[config.mk]
export PLATFORM = sky130hd
export DESIGN_NAME = jtkicker_romarb
export DESIGN_NICKNAME = d
export VERILOG_FILES = /design/src/rtl/jtkicker_romarb_pkg.sv /design/src/rtl/jtkicker_romarb_slot.sv /design/src/rtl/jtkicker_romarb.sv
export SDC_FILE = /design/constraint.sdc
export NUM_CORES = 1
export LEC_CHECK = 0
export BUFFER_PORTS_ARGS = -buffer_cell sky130_fd_sc_hd__buf_2
export CAP_MARGIN = 30
export CORE_MARGIN = 2
export CORE_UTILIZATION = 40
export CTS_CLUSTER_SIZE = 30
export DETAILED_ROUTE_END_ITERATION = 16
export GPL_TIMING_DRIVEN = 0
export SYNTH_ARGS = -nofsm -noshare
export SYNTH_HDL_FRONTEND = slang
export SYNTH_SLANG_ARGS = --single-unit
[constraint.sdc]
create_clock -name clk -period 5.63 [get_ports clk]
set_input_delay 0.563 -clock clk [delete_from_list [all_inputs] [get_ports clk]]
set_output_delay 0.563 -clock clk [all_outputs]
set_load 0.01 [all_outputs]
[src/rtl/jtkicker_romarb_pkg.sv]
// rtl/jtkicker_romarb_pkg.sv - shared types and constants for the two-client ROM arbiter
// Contents:
//   state_t        arbiter FSM encoding (IDLE, ISSUE, WAIT)
//   CL_SCR/CL_OBJ  client index constants
//   AW_*           address widths of the shared ROM port and of each client
//   rom_word()     region offset plus zero-extended client word address, modulo 2^AW_ROM
package jtkicker_romarb_pkg;

    typedef enum logic [1:0] {
        IDLE  = 2'd0,
        ISSUE = 2'd1,
        WAIT  = 2'd2
    } state_t;

    localparam int CL_SCR = 0;
    localparam int CL_OBJ = 1;

    localparam int AW_ROM = 15;
    localparam int AW_SCR = 13;
    localparam int AW_OBJ = 14;

    // Wraps silently: an offset near the top of the ROM space folds back to 0.
    function automatic logic [AW_ROM-1:0] rom_word(input logic [AW_ROM-1:0] offset,
                                                   input logic [AW_OBJ-1:0] addr);
        return offset + {{(AW_ROM-AW_OBJ){1'b0}}, addr};
    endfunction

endpackage

[src/rtl/jtkicker_romarb_slot.sv]
// rtl/jtkicker_romarb_slot.sv - one-entry fetch cache for a single ROM client
// Ports:
//   clk, rst_n            clock, asynchronous active-low reset
//   cs, addr              live client request and word address
//   load                  one-cycle strobe from the arbiter: fetch for this client finished
//   load_addr, load_data  address captured at grant and word returned by the SDRAM
//   data                  cached word
//   ok                    cached word belongs to the current addr and the client is requesting
//   pending               client is requesting something not in the cache
module jtkicker_romarb_slot
    import jtkicker_romarb_pkg::*;
#(
    parameter int AW = AW_SCR
) (
    input  logic          clk,
    input  logic          rst_n,
    input  logic          cs,
    input  logic [AW-1:0] addr,
    input  logic          load,
    input  logic [AW-1:0] load_addr,
    input  logic [31:0]   load_data,
    output logic [31:0]   data,
    output logic          ok,
    output logic          pending
);

    logic [AW-1:0] last_addr;
    logic          valid;
    logic          hit;

    always_ff @(posedge clk or negedge rst_n) begin
        if (!rst_n) begin
            last_addr <= '0;
            valid     <= 1'b0;
            data      <= '0;
        end else if (load) begin
            // Stored under the address seen at grant, so a mid-fetch address
            // change leaves hit low and the client fetches again.
            last_addr <= load_addr;
            valid     <= 1'b1;
            data      <= load_data;
        end
    end

    // Combinational against the live addr: ok falls in the same cycle addr moves.
    assign hit     = valid && (addr == last_addr);
    assign ok      = cs && hit;
    assign pending = cs && !hit;

endmodule

[src/rtl/jtkicker_romarb.sv]
// rtl/jtkicker_romarb.sv - scroll/object arbiter sharing one 32-bit SDRAM ROM port
// Ports:
//   clk, rst_n                 48 MHz clock, asynchronous active-low reset
//   scr_cs, scr_addr           scroll tile fetcher request (level) and word address
//   scr_data, scr_ok           scroll fetched word and its valid flag
//   obj_cs, obj_addr           object fetcher request (level) and word address
//   obj_data, obj_ok           object fetched word and its valid flag
//   rom_cs, rom_addr           SDRAM request and word address, held until rom_ok
//   rom_data, rom_ok           SDRAM returned word and its valid strobe
//   busy                       FSM is not in IDLE
module jtkicker_romarb
    import jtkicker_romarb_pkg::*;
#(
    parameter logic [14:0] SCR_OFFSET = 15'h0000,
    parameter logic [14:0] OBJ_OFFSET = 15'h2000,
    parameter int          STARVE     = 4
) (
    input  logic              clk,
    input  logic              rst_n,
    input  logic              scr_cs,
    input  logic [AW_SCR-1:0] scr_addr,
    output logic [31:0]       scr_data,
    output logic              scr_ok,
    input  logic              obj_cs,
    input  logic [AW_OBJ-1:0] obj_addr,
    output logic [31:0]       obj_data,
    output logic              obj_ok,
    output logic              rom_cs,
    output logic [AW_ROM-1:0] rom_addr,
    input  logic [31:0]       rom_data,
    input  logic              rom_ok,
    output logic              busy
);

    state_t            state, state_nx;
    logic              scr_pend, obj_pend;
    logic              start, done, pick_obj;
    logic              gnt;
    logic [AW_OBJ-1:0] cap_addr;
    logic [3:0]        starve_cnt;

    jtkicker_romarb_slot #(.AW(AW_SCR)) u_scr (
        .clk       (clk),
        .rst_n     (rst_n),
        .cs        (scr_cs),
        .addr      (scr_addr),
        .load      (done && (gnt == 1'(CL_SCR))),
        .load_addr (cap_addr[AW_SCR-1:0]),
        .load_data (rom_data),
        .data      (scr_data),
        .ok        (scr_ok),
        .pending   (scr_pend)
    );

    jtkicker_romarb_slot #(.AW(AW_OBJ)) u_obj (
        .clk       (clk),
        .rst_n     (rst_n),
        .cs        (obj_cs),
        .addr      (obj_addr),
        .load      (done && (gnt == 1'(CL_OBJ))),
        .load_addr (cap_addr),
        .load_data (rom_data),
        .data      (obj_data),
        .ok        (obj_ok),
        .pending   (obj_pend)
    );

    always_ff @(posedge clk or negedge rst_n) begin
        if (!rst_n) state <= IDLE;
        else        state <= state_nx;
    end

    always_comb begin
        state_nx = state;
        start    = 1'b0;
        done     = 1'b0;
        pick_obj = 1'b0;
        case (state)
            IDLE: begin
                if (scr_pend || obj_pend) begin
                    start    = 1'b1;
                    // Scroll wins ties unless the object side has been passed over STARVE times.
                    pick_obj = obj_pend && (!scr_pend || starve_cnt == 4'(STARVE));
                    state_nx = ISSUE;
                end
            end
            // rom_ok here may still belong to the previous address, so it is not looked at.
            ISSUE: state_nx = WAIT;
            WAIT: begin
                if (rom_ok) begin
                    done     = 1'b1;
                    state_nx = IDLE;
                end
            end
            default: state_nx = IDLE;
        endcase
    end

    always_ff @(posedge clk or negedge rst_n) begin
        if (!rst_n) begin
            rom_cs     <= 1'b0;
            rom_addr   <= '0;
            gnt        <= 1'(CL_SCR);
            cap_addr   <= '0;
            starve_cnt <= '0;
        end else begin
            if (start) begin
                rom_cs <= 1'b1;
                gnt    <= pick_obj;
                if (pick_obj) begin
                    cap_addr   <= obj_addr;
                    rom_addr   <= rom_word(OBJ_OFFSET, obj_addr);
                    starve_cnt <= '0;
                end else begin
                    cap_addr <= {1'b0, scr_addr};
                    rom_addr <= rom_word(SCR_OFFSET, {1'b0, scr_addr});
                    if (obj_pend) starve_cnt <= starve_cnt + 4'd1;
                end
            end
            if (done) rom_cs <= 1'b0;
        end
    end

    assign busy = (state != IDLE);

endmodule

==> reports/qor.txt, run 1 <==
YOSYS
--------------------------------------------------------------------------------------------------------
Net Count, Synth                                                                                     396
Average footprint of a synthesized cell                                                         14.6 um2
Gate count after technology mapping                                                                  330
Netlist Area Pre-Place                                                                       0.00482 mm2
Count of state elements after synthesis                                                              116
Count of unique library cells instantiated by Yosys                                                   32
Share of the yosys chip area belonging to registers                                                0.602
YS warnings                                                                                            0

RUN
--------------------------------------------------------------------------------------------------------
Max Cap Viol                                                                                           0

SETUP PATH
--------------------------------------------------------------------------------------------------------
Type of the setup path with the least slack                                                      reg2out
Crit start category                                                                                 flop
Largest fanout on the critical path                                                                    7
Data required time at the worst endpoint                                                         5.07 ns
WP data arrival                                                                                  2.06 ns
Critical Path End Type                                                                      primary output
Worst r2r path cells                                                                                   7

GLOBAL ROUTE
--------------------------------------------------------------------------------------------------------
Pin count of the biggest net entering global routing                                                  70
Initial antenna violation count                                                                        1
Global-route wire length before repair                                                          17900 um
Final global-route overflow total                                                                      0
Number of global-route vias before repair                                                           3453
Total routing usage reported by global routing                                                     0.184

LAYOUT
--------------------------------------------------------------------------------------------------------
Number of nets in the layout                                                                         563
Fin util                                                                                           0.536
Filler cell count                                                                                   1054
Fraction of final layout cells sized beyond drive strength 1                                       0.578
Cell area after layout                                                                       0.00638 mm2
Number of antenna cells inserted                                                                       0
Number of non-filler instances in the completed layout                                               656
Area overhead of the layout relative to synthesis                                                  32.3%

CTS
--------------------------------------------------------------------------------------------------------
Root buf cell                                                                               sky130_fd_sc_hd__clkbuf_16
Count of H-tree levels built during CTS                                                                4
Count of hold-fix buffers inserted at cts                                                              0
Clock latency on the worst-skew pair                                                             0.41 ns
Buffers from clock root to sink, at most                                                               2
Num CTS Buffers                                                                                       17
Count of instances resized after the clock tree is built                                               0
Post-CTS clock slew at the launch and capture registers of the worst setup and hold paths        0.05 ns
Post-CTS setup buffer count                                                                            0
Number of sinks driven by the clock tree                                                             116
TritonCTS clock tree                                                                                 yes

OUTCOME
--------------------------------------------------------------------------------------------------------
Result of the run                                                                           finished, final reports clean

PWR
--------------------------------------------------------------------------------------------------------
Total power divided by cell area                                                              607 mW/mm2
Worst supply voltage drop on vdd                                                                  313 uV
Leakage power summed over all cells                                                              2.97 nW
Power Total                                                                                      3.87 mW

FLOORPLANNING
--------------------------------------------------------------------------------------------------------
DIE AREA                                                                                      0.0130 mm2
Area inside the core boundary                                                                 0.0119 mm2
Height of the die                                                                                 114 um
Starting utilization of the core area                                                              0.405
Die X-Extent                                                                                      114 um
Row count                                                                                             40
Number of placed I/O pins                                                                            147

STA
--------------------------------------------------------------------------------------------------------
Clock skew                                                                                    0.00906 ns
Worst max-slew margin expressed relative to the limit                                              0.515
RSZ-0062 raised after global routing                                                                  no
Max Slew Vio Count                                                                                     0
Minimum period implied by the final worst setup slack                                            2.63 ns
Period utilization                                                                                 0.466
Hold Slack                                                                                     0.0886 ns
FMAX                                                                                             381 MHz
Endpoints failing setup                                                                                0
Sum of negative setup slack                                                                         0 ns
Transition time at the pin with the least slew margin                                           0.723 ns
Final hold viol count                                                                                  0
Final setup slack of the worst path                                                              3.00 ns

DRT
--------------------------------------------------------------------------------------------------------
Number of vias in the routed layout                                                                 3265
Vias per cell                                                                                       4.98
DRT Pass-1 Iters                                                                                       4
Number of violations reported at the end of detailed-routing iteration 0                              93
WL per Instance                                                                                  17.2 um
Antenna-violating nets left                                                                            0
DRC viols                                                                                              0
Total Wirelength                                                                                11300 um

HOLD PATH
--------------------------------------------------------------------------------------------------------
HP Class                                                                                        in2async

PLACED DESIGN
--------------------------------------------------------------------------------------------------------
Count of placed standard cells including taps                                                        624
Setup WS pre-CTS                                                                                 2.88 ns
Final Wtd Congestion                                                                               0.783
Sum of net half-perimeters after detailed placement                                              8060 um
Number of buffer cells added on primary ports                                                        146
Cell area after placement                                                                    0.00577 mm2

## Yosys cell counts
| cell | n | share of area |
|---|---|---|
| sky130_fd_sc_hd__o22ai_1 | 3 | 0.0039 |
| sky130_fd_sc_hd__ha_1 | 2 | 0.0052 |
| sky130_fd_sc_hd__nand4_1 | 6 | 0.0078 |
| sky130_fd_sc_hd__o22ai_2 | 1 | 0.0026 |
| sky130_fd_sc_hd__o221a_2 | 3 | 0.0070 |
| sky130_fd_sc_hd__nor2_1 | 4 | 0.0031 |
| sky130_fd_sc_hd__and2_1 | 1 | 0.0013 |
| sky130_fd_sc_hd__dfrtp_1 | 116 | 0.60 |
| sky130_fd_sc_hd__mux2i_4 | 1 | 0.0047 |
| sky130_fd_sc_hd__o221a_1 | 10 | 0.023 |
| sky130_fd_sc_hd__or2_1 | 8 | 0.010 |
| sky130_fd_sc_hd__nor2_2 | 1 | 0.0013 |
| sky130_fd_sc_hd__mux2_2 | 90 | 0.21 |
| sky130_fd_sc_hd__buf_2 | 8 | 0.0083 |
| sky130_fd_sc_hd__nand2_1 | 7 | 0.0054 |
| sky130_fd_sc_hd__nor4_4 | 2 | 0.0088 |
| sky130_fd_sc_hd__nor3_1 | 1 | 0.0010 |
| sky130_fd_sc_hd__nand3_1 | 3 | 0.0031 |
| sky130_fd_sc_hd__nand3b_1 | 1 | 0.0016 |
| sky130_fd_sc_hd__nand2b_1 | 2 | 0.0026 |
| sky130_fd_sc_hd__inv_1 | 8 | 0.0062 |
| sky130_fd_sc_hd__o21ai_0 | 7 | 0.0073 |
| sky130_fd_sc_hd__mux2i_1 | 1 | 0.0021 |
| sky130_fd_sc_hd__a21o_1 | 1 | 0.0016 |
| sky130_fd_sc_hd__o31ai_1 | 1 | 0.0016 |
| sky130_fd_sc_hd__nor3b_1 | 1 | 0.0016 |
| sky130_fd_sc_hd__and2_2 | 1 | 0.0016 |
| sky130_fd_sc_hd__o21ai_1 | 1 | 0.0010 |
| sky130_fd_sc_hd__buf_6 | 1 | 0.0023 |
| sky130_fd_sc_hd__or2_2 | 8 | 0.010 |
| sky130_fd_sc_hd__clkbuf_1 | 3 | 0.0023 |
| sky130_fd_sc_hd__xnor2_1 | 27 | 0.049 |
## flip-flops by register name, indices dropped and copies added (netlist names)
name	flops
gnt	1
rom_cs	1
u_obj.last_addr	14
rom_addr	15
u_scr.data	32
u_obj.data	32
u_obj.valid	1
u_scr.valid	1
u_scr.last_addr	13
state	2
starve_cnt	4
## final timing paths
kind | from | end | slack [ns]
worst max register to register | u_obj.last_addr[6]$_DFFE_PN0P_ | rom_addr[0]$_DFFE_PN0P_ | 3.20
min in group clk | rom_data[26] | u_obj.data[26]$_DFFE_PN0P_ | 0.40
worst min-delay path | rst_n | rom_addr[7]$_DFFE_PN0P_ | 0.09
max in group asynchronous | rst_n | u_obj.data[19]$_DFFE_PN0P_ | 4.87
worst min register to register | u_scr.valid$_DFFE_PN0P_ | u_scr.valid$_DFFE_PN0P_ | 0.46
worst max-delay path | u_scr.last_addr[12]$_DFFE_PN0P_ | scr_ok | 3.00
## power by group
group          switching, mW  leakage (nW)  internal, mW
sequential             0.240          1.38          1.24
combinational          0.608          1.29         0.697
clock                  0.363         0.294         0.723
## cell type report
cell class	count	area [um2]	share of cell area
Inverter	8	30.0	0.00471
Buffer	12	62.6	0.00980
Clock inverter	10	130	0.0204
Multi-Input combinational cell	194	1830	0.287
Clock buffer	21	470	0.0737
Sequential cell	116	2900	0.455
Tap cell	147	184	0.0288
Timing Repair Buffer	148	772	0.121
## critical path, stage by stage, from the launching register on
cell	delay (ns)
sky130_fd_sc_hd__dfrtp_1	0.39
sky130_fd_sc_hd__xnor2_1	0.21
sky130_fd_sc_hd__nand4_1	0.21
sky130_fd_sc_hd__nor4_4	0.53
sky130_fd_sc_hd__and2_1	0.20
sky130_fd_sc_hd__buf_2	0.13
## cells by family (layout without fill, tap and decap cells)
family	after synthesis	in the layout	synth area share
simple gates	46	46	0.0599
flops	116	116	0.602
fa+ha+maj	2	2	0.00519
compound gates	27	27	0.0482
xor+xnor	27	27	0.0490
mux	92	92	0.217
buf+inv	20	199	0.0192
## per-layer routing
metal  part of all wire  global-route usage  routed length [um]
met1               0.44               0.233                4950
met2               0.47               0.281                5260
met3              0.083              0.0898                 939
met4              0.011              0.0569                 123
met5                  0                   0                   0
## placed cells by master, fill, tap and decap left out
cell / synthesis / layout
sky130_fd_sc_hd__buf_2: 8 / 153
sky130_fd_sc_hd__dfrtp_1: 116 / 116
sky130_fd_sc_hd__mux2_2: 90 / 90
sky130_fd_sc_hd__xnor2_1: 27 / 27
sky130_fd_sc_hd__clkbuf_16: 0 / 17
sky130_fd_sc_hd__o221a_1: 10 / 10
sky130_fd_sc_hd__inv_1: 8 / 8
sky130_fd_sc_hd__or2_2: 8 / 8
sky130_fd_sc_hd__or2_1: 8 / 8
sky130_fd_sc_hd__nand2_1: 7 / 7
sky130_fd_sc_hd__o21ai_0: 7 / 7
sky130_fd_sc_hd__nand4_1: 6 / 6
sky130_fd_sc_hd__clkinv_2: 0 / 5
sky130_fd_sc_hd__nor2_1: 4 / 4
sky130_fd_sc_hd__clkbuf_1: 3 / 4
sky130_fd_sc_hd__nand3_1: 3 / 3
sky130_fd_sc_hd__o22ai_1: 3 / 3
sky130_fd_sc_hd__o221a_2: 3 / 3
sky130_fd_sc_hd__clkbuf_8: 0 / 3
sky130_fd_sc_hd__bufinv_16: 0 / 3
sky130_fd_sc_hd__nor4_4: 2 / 2
sky130_fd_sc_hd__buf_6: 1 / 2
sky130_fd_sc_hd__nand2b_1: 2 / 2
sky130_fd_sc_hd__ha_1: 2 / 2
sky130_fd_sc_hd__clkinvlp_4: 0 / 2
sky130_fd_sc_hd__and2_2: 1 / 1
sky130_fd_sc_hd__and2_1: 1 / 1
sky130_fd_sc_hd__nand3b_1: 1 / 1
sky130_fd_sc_hd__nor2_2: 1 / 1
sky130_fd_sc_hd__mux2i_4: 1 / 1
sky130_fd_sc_hd__o21ai_1: 1 / 1
sky130_fd_sc_hd__o22ai_2: 1 / 1
sky130_fd_sc_hd__nor3_1: 1 / 1
sky130_fd_sc_hd__mux2i_1: 1 / 1
sky130_fd_sc_hd__a21o_1: 1 / 1
sky130_fd_sc_hd__nor3b_1: 1 / 1
sky130_fd_sc_hd__o31ai_1: 1 / 1
sky130_fd_sc_hd__buf_4: 0 / 1
sky130_fd_sc_hd__buf_16: 0 / 1
(Power assumes the default switching activity.)
==> run 2, diff against run 1 <==
Clock period 5.63 ns to 2.5 ns, I/O delays scaled along.
==> run 2 against run 1 <==
Net effect:
- register-to-register slack worse by 2.9 ns
- critical path depth is 2 higher
- worst setup slack worse by 2.7 ns
- hold slack worse by 0.0025 ns
- critical endpoint is now rom_addr[0]$_DFFE_PN0P_
- largest power group unchanged
- total power is 130% higher
- die area stayed put
==> reports/qor.txt, run 2 (synthesized netlist as in run 1, its figures left out) <==
GLOBAL ROUTE
--------------------------------------------------------------------------------------------------------
Initial antenna violation count                                                                        1   unchanged
Global-route wire length before repair                                                          17900 um   unchanged
Final global-route overflow total                                                                      0   unchanged
Total routing usage reported by global routing                                                     0.184   unchanged
Number of global-route vias before repair                                                           3453   unchanged
Pin count of the biggest net entering global routing                                                  70   unchanged

FLOORPLANNING
--------------------------------------------------------------------------------------------------------
Area inside the core boundary                                                                 0.0119 mm2   unchanged
Number of placed I/O pins                                                                            147   unchanged
DIE AREA                                                                                      0.0130 mm2   unchanged
Height of the die                                                                                 114 um   unchanged
Row count                                                                                             40   unchanged
Die X-Extent                                                                                      114 um   unchanged
Starting utilization of the core area                                                              0.405   unchanged

LAYOUT
--------------------------------------------------------------------------------------------------------
Most common library cell in the layout ignoring fill and taps                               sky130_fd_sc_hd__buf_2
Fraction of final layout cells sized beyond drive strength 1                                       0.581   +0.00329
Number of non-filler instances in the completed layout                                               660   +0.61%
Area overhead of the layout relative to synthesis                                                  33.0%
Number of nets in the layout                                                                         567   +0.71%
Cell area after layout                                                                       0.00642 mm2   +0.57%
Number of antenna cells inserted                                                                       0   unchanged
Most frequent cells in the layout                                                           sky130_fd_sc_hd__buf_2, sky130_fd_sc_hd__dfrtp_1, sky130_fd_sc_hd__mux2_2
Largest registers in the final layout                                                       u_obj.data: 32 flops, u_scr.data: 32 flops, rom_addr: 15 flops

PWR
--------------------------------------------------------------------------------------------------------
Leakage power summed over all cells                                                              2.99 nW   +0.71%
Worst supply voltage drop on vdd                                                                  706 uV   +130%
Power Total                                                                                      8.73 mW   +130%
Total power divided by cell area                                                             1360 mW/mm2   +120%

SETUP PATH
--------------------------------------------------------------------------------------------------------
Crit start category                                                                                 flop
Largest fanout on the critical path                                                                   10   +3
Critical Path End Type                                                                              flop
Slowest cell on the critical path                                                           sky130_fd_sc_hd__dfrtp_1
CP max stage delay                                                                               0.38 ns   -0.15 ns
Type of the setup path with the least slack                                                      reg2reg
Critical path, cell by cell                                                                 xnor2_1, nand4_1, nor4_4, or2_2, mux2i_4, buf_6, o221a_1
WP data arrival                                                                                  2.57 ns   +0.51 ns
Data required time at the worst endpoint                                                         2.84 ns   -2.23 ns
Combined buffer and inverter count along the critical path                                             1   unchanged
Cell family with most CP delay                                                              simple AND/OR/NAND/NOR gates

DRT
--------------------------------------------------------------------------------------------------------
WL per Instance                                                                                  17.2 um   about the same
Vias per cell                                                                                       4.99   +0.22%
Total Wirelength                                                                                11300 um   +0.59%
Number of violations reported at the end of detailed-routing iteration 0                              80   -14%
DRC viols                                                                                              0   unchanged
DRT Pass-1 Iters                                                                                       4   unchanged
Number of vias in the routed layout                                                                 3292   +0.83%
Antenna-violating nets left                                                                            0   unchanged

PLACED DESIGN
--------------------------------------------------------------------------------------------------------
Count of placed standard cells including taps                                                        624   unchanged
Cell area after placement                                                                    0.00577 mm2   unchanged
Number of buffer cells added on primary ports                                                        146   unchanged
Final Wtd Congestion                                                                               0.783   unchanged
Sum of net half-perimeters after detailed placement                                              8060 um   unchanged

STA
--------------------------------------------------------------------------------------------------------
RSZ-0062 raised after global routing                                                                  no
Clock skew                                                                                    0.00889 ns   -0.000172 ns
FMAX                                                                                             448 MHz
Transition time at the pin with the least slew margin                                           0.649 ns   -0.0734 ns
Minimum period implied by the final worst setup slack                                            2.23 ns
Endpoints failing setup                                                                                0   unchanged
Period utilization                                                                                 0.893
Worst max-slew margin expressed relative to the limit                                              0.567   +0.0522
Max Slew Vio Count                                                                                     0   unchanged
Final hold viol count                                                                                  0   unchanged

CTS
--------------------------------------------------------------------------------------------------------
TritonCTS clock tree                                                                                 yes
Num CTS Buffers                                                                                       17   unchanged
Post-CTS clock slew at the launch and capture registers of the worst setup and hold paths        0.05 ns   about the same
Number of sinks driven by the clock tree                                                             116   unchanged
Count of H-tree levels built during CTS                                                                4   unchanged
Clock latency on the worst-skew pair                                                             0.41 ns   about the same
Buffers from clock root to sink, at most                                                               2   unchanged
Root buf cell                                                                               sky130_fd_sc_hd__clkbuf_16

RUN
--------------------------------------------------------------------------------------------------------
Max Cap Viol                                                                                           0   unchanged

HOLD PATH
--------------------------------------------------------------------------------------------------------
HP Class                                                                                          in2reg

OUTCOME
--------------------------------------------------------------------------------------------------------
Result of the run                                                                           finished, final reports clean

## run 2: cell count changes in the layout (fill, tap and decap cells not counted), sizes merged
cell and change:
buf +3, dlygate4sd3 +1
## run 2: area by class of cell
| cell class | count | area (um2) |
|---|---|---|
| inverter | 8 | 30.0 |
| fill | 1053 | 5490 |
| sequential | 116 | 2900 |
| clock inverter | 10 | 130 |
| tap | 147 | 184 |
| timing repair buffer | 152 | 805 |
| buffer | 12 | 62.6 |
| multi-input combinational | 194 | 1830 |
| clock buffer | 21 | 470 |
## run 2: timing repair
item	CTS	global route
hold buffers	1	0
resized for setup	0	1
endpoints found under the setup margin	0	10
buffers inserted	0	3
hold endpoints to repair	47	0
## run 2: per-stage QoR
step	setup slack [ns]	hold slack, ns	TNS [ns]	util
6_report	0.267	0.0860	0	0.539
5_1_grt	0.116	0.0670	0	0.539
3_3_place_gp	-0.232	0.456	-25.97	0.482
2_1_floorplan	0.640	-0.0456	0	-
4_1_cts	0.0251	0.0665	0	0.536
3_5_place_dp	0.0316	0.222	0	0.485
## run 2: worst paths after layout
check,start,endpoint,slack [ns],depth (start not counted)
max,u_obj.last_addr[6]$_DFFE_PN0P_,rom_addr[0]$_DFFE_PN0P_,0.27,7
min,rom_data[26],u_obj.data[26]$_DFFE_PN0P_,0.09,2
max reg2reg,u_obj.last_addr[6]$_DFFE_PN0P_,rom_addr[0]$_DFFE_PN0P_,0.27,7
min reg2reg,u_scr.valid$_DFFE_PN0P_,u_scr.valid$_DFFE_PN0P_,0.46,1
max in group asynchronous,rst_n,u_obj.data[19]$_DFFE_PN0P_,1.48,3
min in group asynchronous,rst_n,rom_addr[7]$_DFFE_PN0P_,0.34,2
## run 2: per-layer routing
layer / wire length [um] / up-vias / track usage
met2: 5310 / 120 / 0.281
met1: 4930 / 1646 / 0.233
met5: 0 / - / 0
met4: 123 / 0 / 0.0569
li1: - / 1514 / -
met3: 965 / 12 / 0.0898
## run 2: where the power goes
part	switching [mW]	total, mW	internal, mW
Sequential	0.540	3.33	2.79
Combinational	1.37	2.95	1.57
Clock	0.820	2.45	1.63
Total	2.73	8.73	5.99
==> run 3, diff against run 2 <==
Settings changed: ABC_AREA set to 1.
==> run 3 against run 2 <==
Net effect:
- clock power grew 7%
- worst setup slack improved by 0.36 ns
- clock skew decreased by 0.0017 ns
- critical path depth rose by 1
- wire length grew 24%
- critical endpoint is now obj_ok
- largest cell class unchanged
- highest routed layer is now met5
==> reports/qor.txt, run 3 <==
OUTCOME
--------------------------------------------------------------------------------------------------------
Result of the run                                                                           finished, final reports clean

LAYOUT
--------------------------------------------------------------------------------------------------------
Area overhead of the layout relative to synthesis                                                  31.7%
Cell area after layout                                                                       0.00675 mm2   +5.2%
Multi-input combinational cell area                                                          0.00170 mm2   -7.1%
Largest registers in the final layout                                                       u_obj.data: 32 flops, u_scr.data: 32 flops, rom_addr: 15 flops
Number of antenna cells inserted                                                                       0   unchanged
Most frequent cells in the layout                                                           sky130_fd_sc_hd__nand2_1, sky130_fd_sc_hd__buf_2, sky130_fd_sc_hd__dfrtp_1
Filler cell count                                                                                   1225   +16%
Number of nets in the layout                                                                         874   +54%
Fraction of final layout cells sized beyond drive strength 1                                       0.237   -0.344
Most common library cell in the layout ignoring fill and taps                               sky130_fd_sc_hd__nand2_1
Register area                                                                                0.00290 mm2   unchanged
Fin util                                                                                           0.537   -0.00148

GLOBAL ROUTE
--------------------------------------------------------------------------------------------------------
Routing layer with the top usage in global route                                                    met2
Pin count of the biggest net entering global routing                                                  79   +13%
Final global-route overflow total                                                                      0   unchanged
Grt met3 use                                                                                      0.0654   -0.0244
Number of global-route vias before repair                                                           4550   +32%
Met1 Resource Use GR                                                                               0.283   +0.0493
Met2 usage                                                                                         0.353   +0.0726
Total routing usage reported by global routing                                                     0.217   +0.0323
Initial antenna violation count                                                                        1   unchanged
Global-route wire length before repair                                                          22600 um   +26%

FLOORPLANNING
--------------------------------------------------------------------------------------------------------
Number of placed I/O pins                                                                            147   unchanged
Die X-Extent                                                                                      117 um   +3.0%
DIE AREA                                                                                      0.0137 mm2   +6.1%
Height of the die                                                                                 117 um   +3.0%
Area inside the core boundary                                                                 0.0126 mm2   +5.5%
Starting utilization of the core area                                                              0.408   +0.00302
Row count                                                                                             41   +2.5%

CTS
--------------------------------------------------------------------------------------------------------
Post-CTS clock slew at the launch and capture registers of the worst setup and hold paths        0.06 ns   about the same
TritonCTS clock tree                                                                                 yes
Post-CTS setup buffer count                                                                            0   unchanged
Root buf cell                                                                               sky130_fd_sc_hd__clkbuf_16
Clock latency on the worst-skew pair                                                             0.41 ns   about the same
Count of H-tree levels built during CTS                                                                4   unchanged
Num CTS Buffers                                                                                       17   unchanged
Buffers from clock root to sink, at most                                                               2   unchanged
Number of sinks driven by the clock tree                                                             116   unchanged

SETUP PATH
--------------------------------------------------------------------------------------------------------
Crit start category                                                                                 flop
R2r startpoint                                                                              u_scr.last_addr[0]$_DFFE_PN0P_
WP data arrival                                                                                  1.62 ns   -0.95 ns
Largest fanout on the critical path                                                                    3   -7
Data required time at the worst endpoint                                                         2.25 ns   -0.59 ns
Type of the setup path with the least slack                                                      reg2out
Worst reg2reg endpoint                                                                      rom_addr[9]$_DFFE_PN0P_
R2R Setup Slk                                                                                    0.71 ns   +0.44 ns
Worst r2r path cells                                                                                  12   +5
Critical Path End Type                                                                      primary output

STA
--------------------------------------------------------------------------------------------------------
Final setup slack of the worst path                                                             0.627 ns   +0.359 ns
Period utilization                                                                                 0.749   -0.144
Worst max-slew margin expressed relative to the limit                                              0.569   +0.00232
RSZ-0062 raised after global routing                                                                  no
FMAX                                                                                             534 MHz   +19%
Transition time at the pin with the least slew margin                                           0.646 ns   -0.00348 ns
Sum of negative setup slack                                                                         0 ns   unchanged
Final hold viol count                                                                                  0   unchanged
Clock skew                                                                                    0.00722 ns   -0.00167 ns
Endpoints failing setup                                                                                0   unchanged
Minimum period implied by the final worst setup slack                                            1.87 ns   -0.359 ns
Max Slew Vio Count                                                                                     0   unchanged

PWR
--------------------------------------------------------------------------------------------------------
Portion of total power attributed to combinational logic                                           0.330   -0.008
Power Total                                                                                      8.80 mW   +0.80%
Internal power                                                                                   5.62 mW   -6.2%
Worst supply voltage drop on vdd                                                                  552 uV   -22%
Seq pwr share                                                                                      0.374   -0.008
Switching power as a share of total power                                                          0.361   +0.0474
Total power divided by cell area                                                             1300 mW/mm2   -4.2%
Leakage power summed over all cells                                                              3.83 nW   +28%
Switching power                                                                                  3.17 mW   +16%
Relative contribution of the clock network to total power                                          0.296   +0.015

PLACED DESIGN
--------------------------------------------------------------------------------------------------------
Setup WS pre-CTS                                                                                0.722 ns   +0.690 ns
Sum of net half-perimeters after detailed placement                                             10000 um   +24%
Final Wtd Congestion                                                                               0.826   +5.5%
Number of buffer cells added on primary ports                                                        146   unchanged
Cell area after placement                                                                    0.00611 mm2   +5.8%

HOLD PATH
--------------------------------------------------------------------------------------------------------
Worst Hold Path Cells                                                                                  2   unchanged
Hold Crit Start                                                                             obj_addr[13]
Destination of the worst hold path                                                          rom_addr[13]$_DFFE_PN0P_
HP Class                                                                                          in2reg

YOSYS
--------------------------------------------------------------------------------------------------------
Number of enable flip-flop cells after synthesis                                                       0   unchanged
Synth top area share                                                                               0.566   -0.0357
Share of the synthesized area in compound gates (AO/OA/AOI/OAI)                                   0.0978   +0.0496
Netlist Area Pre-Place                                                                       0.00513 mm2   +6.3%
Synth area leader                                                                           sky130_fd_sc_hd__dfrtp_1
Top cells by count, synth                                                                   sky130_fd_sc_hd__nand2_1, sky130_fd_sc_hd__dfrtp_1, sky130_fd_sc_hd__inv_1
Simple logic cell fraction of the synthesized area                                                 0.226   +0.166
Most common flop cell mapped by yosys                                                       sky130_fd_sc_hd__dfrtp_1
Average footprint of a synthesized cell                                                         8.00 um2   -45%
Adder-cell area share of the yosys netlist                                                       0.00488   -0.000307
Post-synthesis mux area share                                                                          0   -0.217
Gate count after technology mapping                                                                  641   +94%
Count of unique library cells instantiated by Yosys                                                   24   -25%
Synthesized-area fraction occupied by xor and xnor cells                                         0.00342   -0.0456
Top cells by area, synth                                                                    sky130_fd_sc_hd__dfrtp_1, sky130_fd_sc_hd__nand2_1, sky130_fd_sc_hd__o21ai_0
YS warnings                                                                                            0   unchanged
Cell with the most instances after synthesis                                                sky130_fd_sc_hd__nand2_1
Proportion of register bits with asynchronous set or reset after synthesis                          1.00   unchanged
Share of the yosys chip area belonging to registers                                                0.566   -0.0357
Net Count, Synth                                                                                     707   +79%
Count of state elements after synthesis                                                              116   unchanged
Largest family of logic cells by synthesized area                                           simple AND/OR/NAND/NOR gates

DRT
--------------------------------------------------------------------------------------------------------
Number of vias in the routed layout                                                                 4588   +39%
Antenna-violating nets left                                                                            0   unchanged
WL per Instance                                                                                  14.2 um   -17%
Vias per cell                                                                                       4.63   -7.3%
DRC viols                                                                                              0   unchanged
Total Wirelength                                                                                14100 um   +24%
Number of violations reported at the end of detailed-routing iteration 0                             293   +270%
DRT Pass-1 Iters                                                                                       6   +2

RUN
--------------------------------------------------------------------------------------------------------
Max Cap Viol                                                                                           0   unchanged

## run 3: cell count changes after synthesis, moves of 10 or more
cell | previous run | this run
sky130_fd_sc_hd__nor2_1 | 4 | 20
sky130_fd_sc_hd__xnor2_1 | 27 | 1
sky130_fd_sc_hd__nand3_1 | 3 | 33
sky130_fd_sc_hd__mux2_2 | 90 | 0
sky130_fd_sc_hd__inv_1 | 8 | 105
sky130_fd_sc_hd__clkbuf_1 | 3 | 15
sky130_fd_sc_hd__o221a_1 | 10 | 0
sky130_fd_sc_hd__nand2_1 | 7 | 226
sky130_fd_sc_hd__o21ai_0 | 7 | 96
## run 3: how the worst max path moves through the flow
stage,startpoint,to,slack (ns),cells after the start
floorplan,u_scr.last_addr[7]$_DFFE_PN0P_,rom_addr[6]$_DFFE_PN0P_,1.05,10
global placement,rst_n,u_scr.data[6]$_DFFE_PN0P_,-0.28,1
detailed placement,u_scr.last_addr[0]$_DFFE_PN0P_,rom_addr[9]$_DFFE_PN0P_,0.72,12
CTS,u_scr.last_addr[2]$_DFFE_PN0P_,scr_ok,0.60,8
global route,u_obj.last_addr[7]$_DFFE_PN0P_,obj_ok,0.47,8
finish,u_obj.last_addr[3]$_DFFE_PN0P_,obj_ok,0.63,8
## run 3: routing by layer
metal	routed length, um	share of wire
met5	11	0.00078
met3	1140	0.081
met1	6270	0.45
met4	124	0.0088
met2	6540	0.46
## run 3: cells by family after synthesis
family / count (synthesis)
AND/OR/NAND/NOR: 288
buffers and inverters: 133
flip-flops: 116
AO/OA/AOI/OAI: 100
XOR/XNOR: 2
adder cells (fa/ha/maj): 2
## run 3: power groups by stage
stage	Sequential, mW	Clock, mW	Combinational (mW)
finish	3.29	2.61	2.90
global route	3.41	2.73	3.32
CTS	3.29	2.64	2.95
detailed placement	3.29	0	2.94
global placement	3.26	0	2.87
floorplan	3.53	0	1.39
## run 3: repair_timing
| action | in CTS | in global routing |
|---|---|---|
| hold buffers | 1 | 0 |
| gates resized for setup | 0 | 0 |
| endpoints found under the hold margin | 38 | 0 |
## run 3: cell type report
cell class / count / share of cell area
Clock inverter: 9 / 0.0222
Inverter: 107 / 0.0595
Tap cell: 172 / 0.0319
Multi-Input combinational cell: 392 / 0.252
Clock buffer: 22 / 0.0717
Timing Repair Buffer: 148 / 0.115
Sequential cell: 116 / 0.430
Buffer: 26 / 0.0180
## run 3: worst max-delay path: stages, from the launching register on
cell and delay, ns:
sky130_fd_sc_hd__dfrtp_1 0.39, sky130_fd_sc_hd__nand2_1 0.07, sky130_fd_sc_hd__nand2_1 0.04, sky130_fd_sc_hd__nor2_1 0.17, sky130_fd_sc_hd__nand2_1 0.09, sky130_fd_sc_hd__nor2_2 0.10
sky130_fd_sc_hd__nand2_1 0.11, sky130_fd_sc_hd__nor2_1 0.10, sky130_fd_sc_hd__buf_2 0.13
## run 3: metrics by stage
stage / cells / hold slack, ns
floorplan: 641 / -0.0456
global placement: 959 / 0.446
detailed placement: 960 / 0.198
CTS: 992 / 0.101
global route: 992 / 0.109
finish: 992 / 0.107
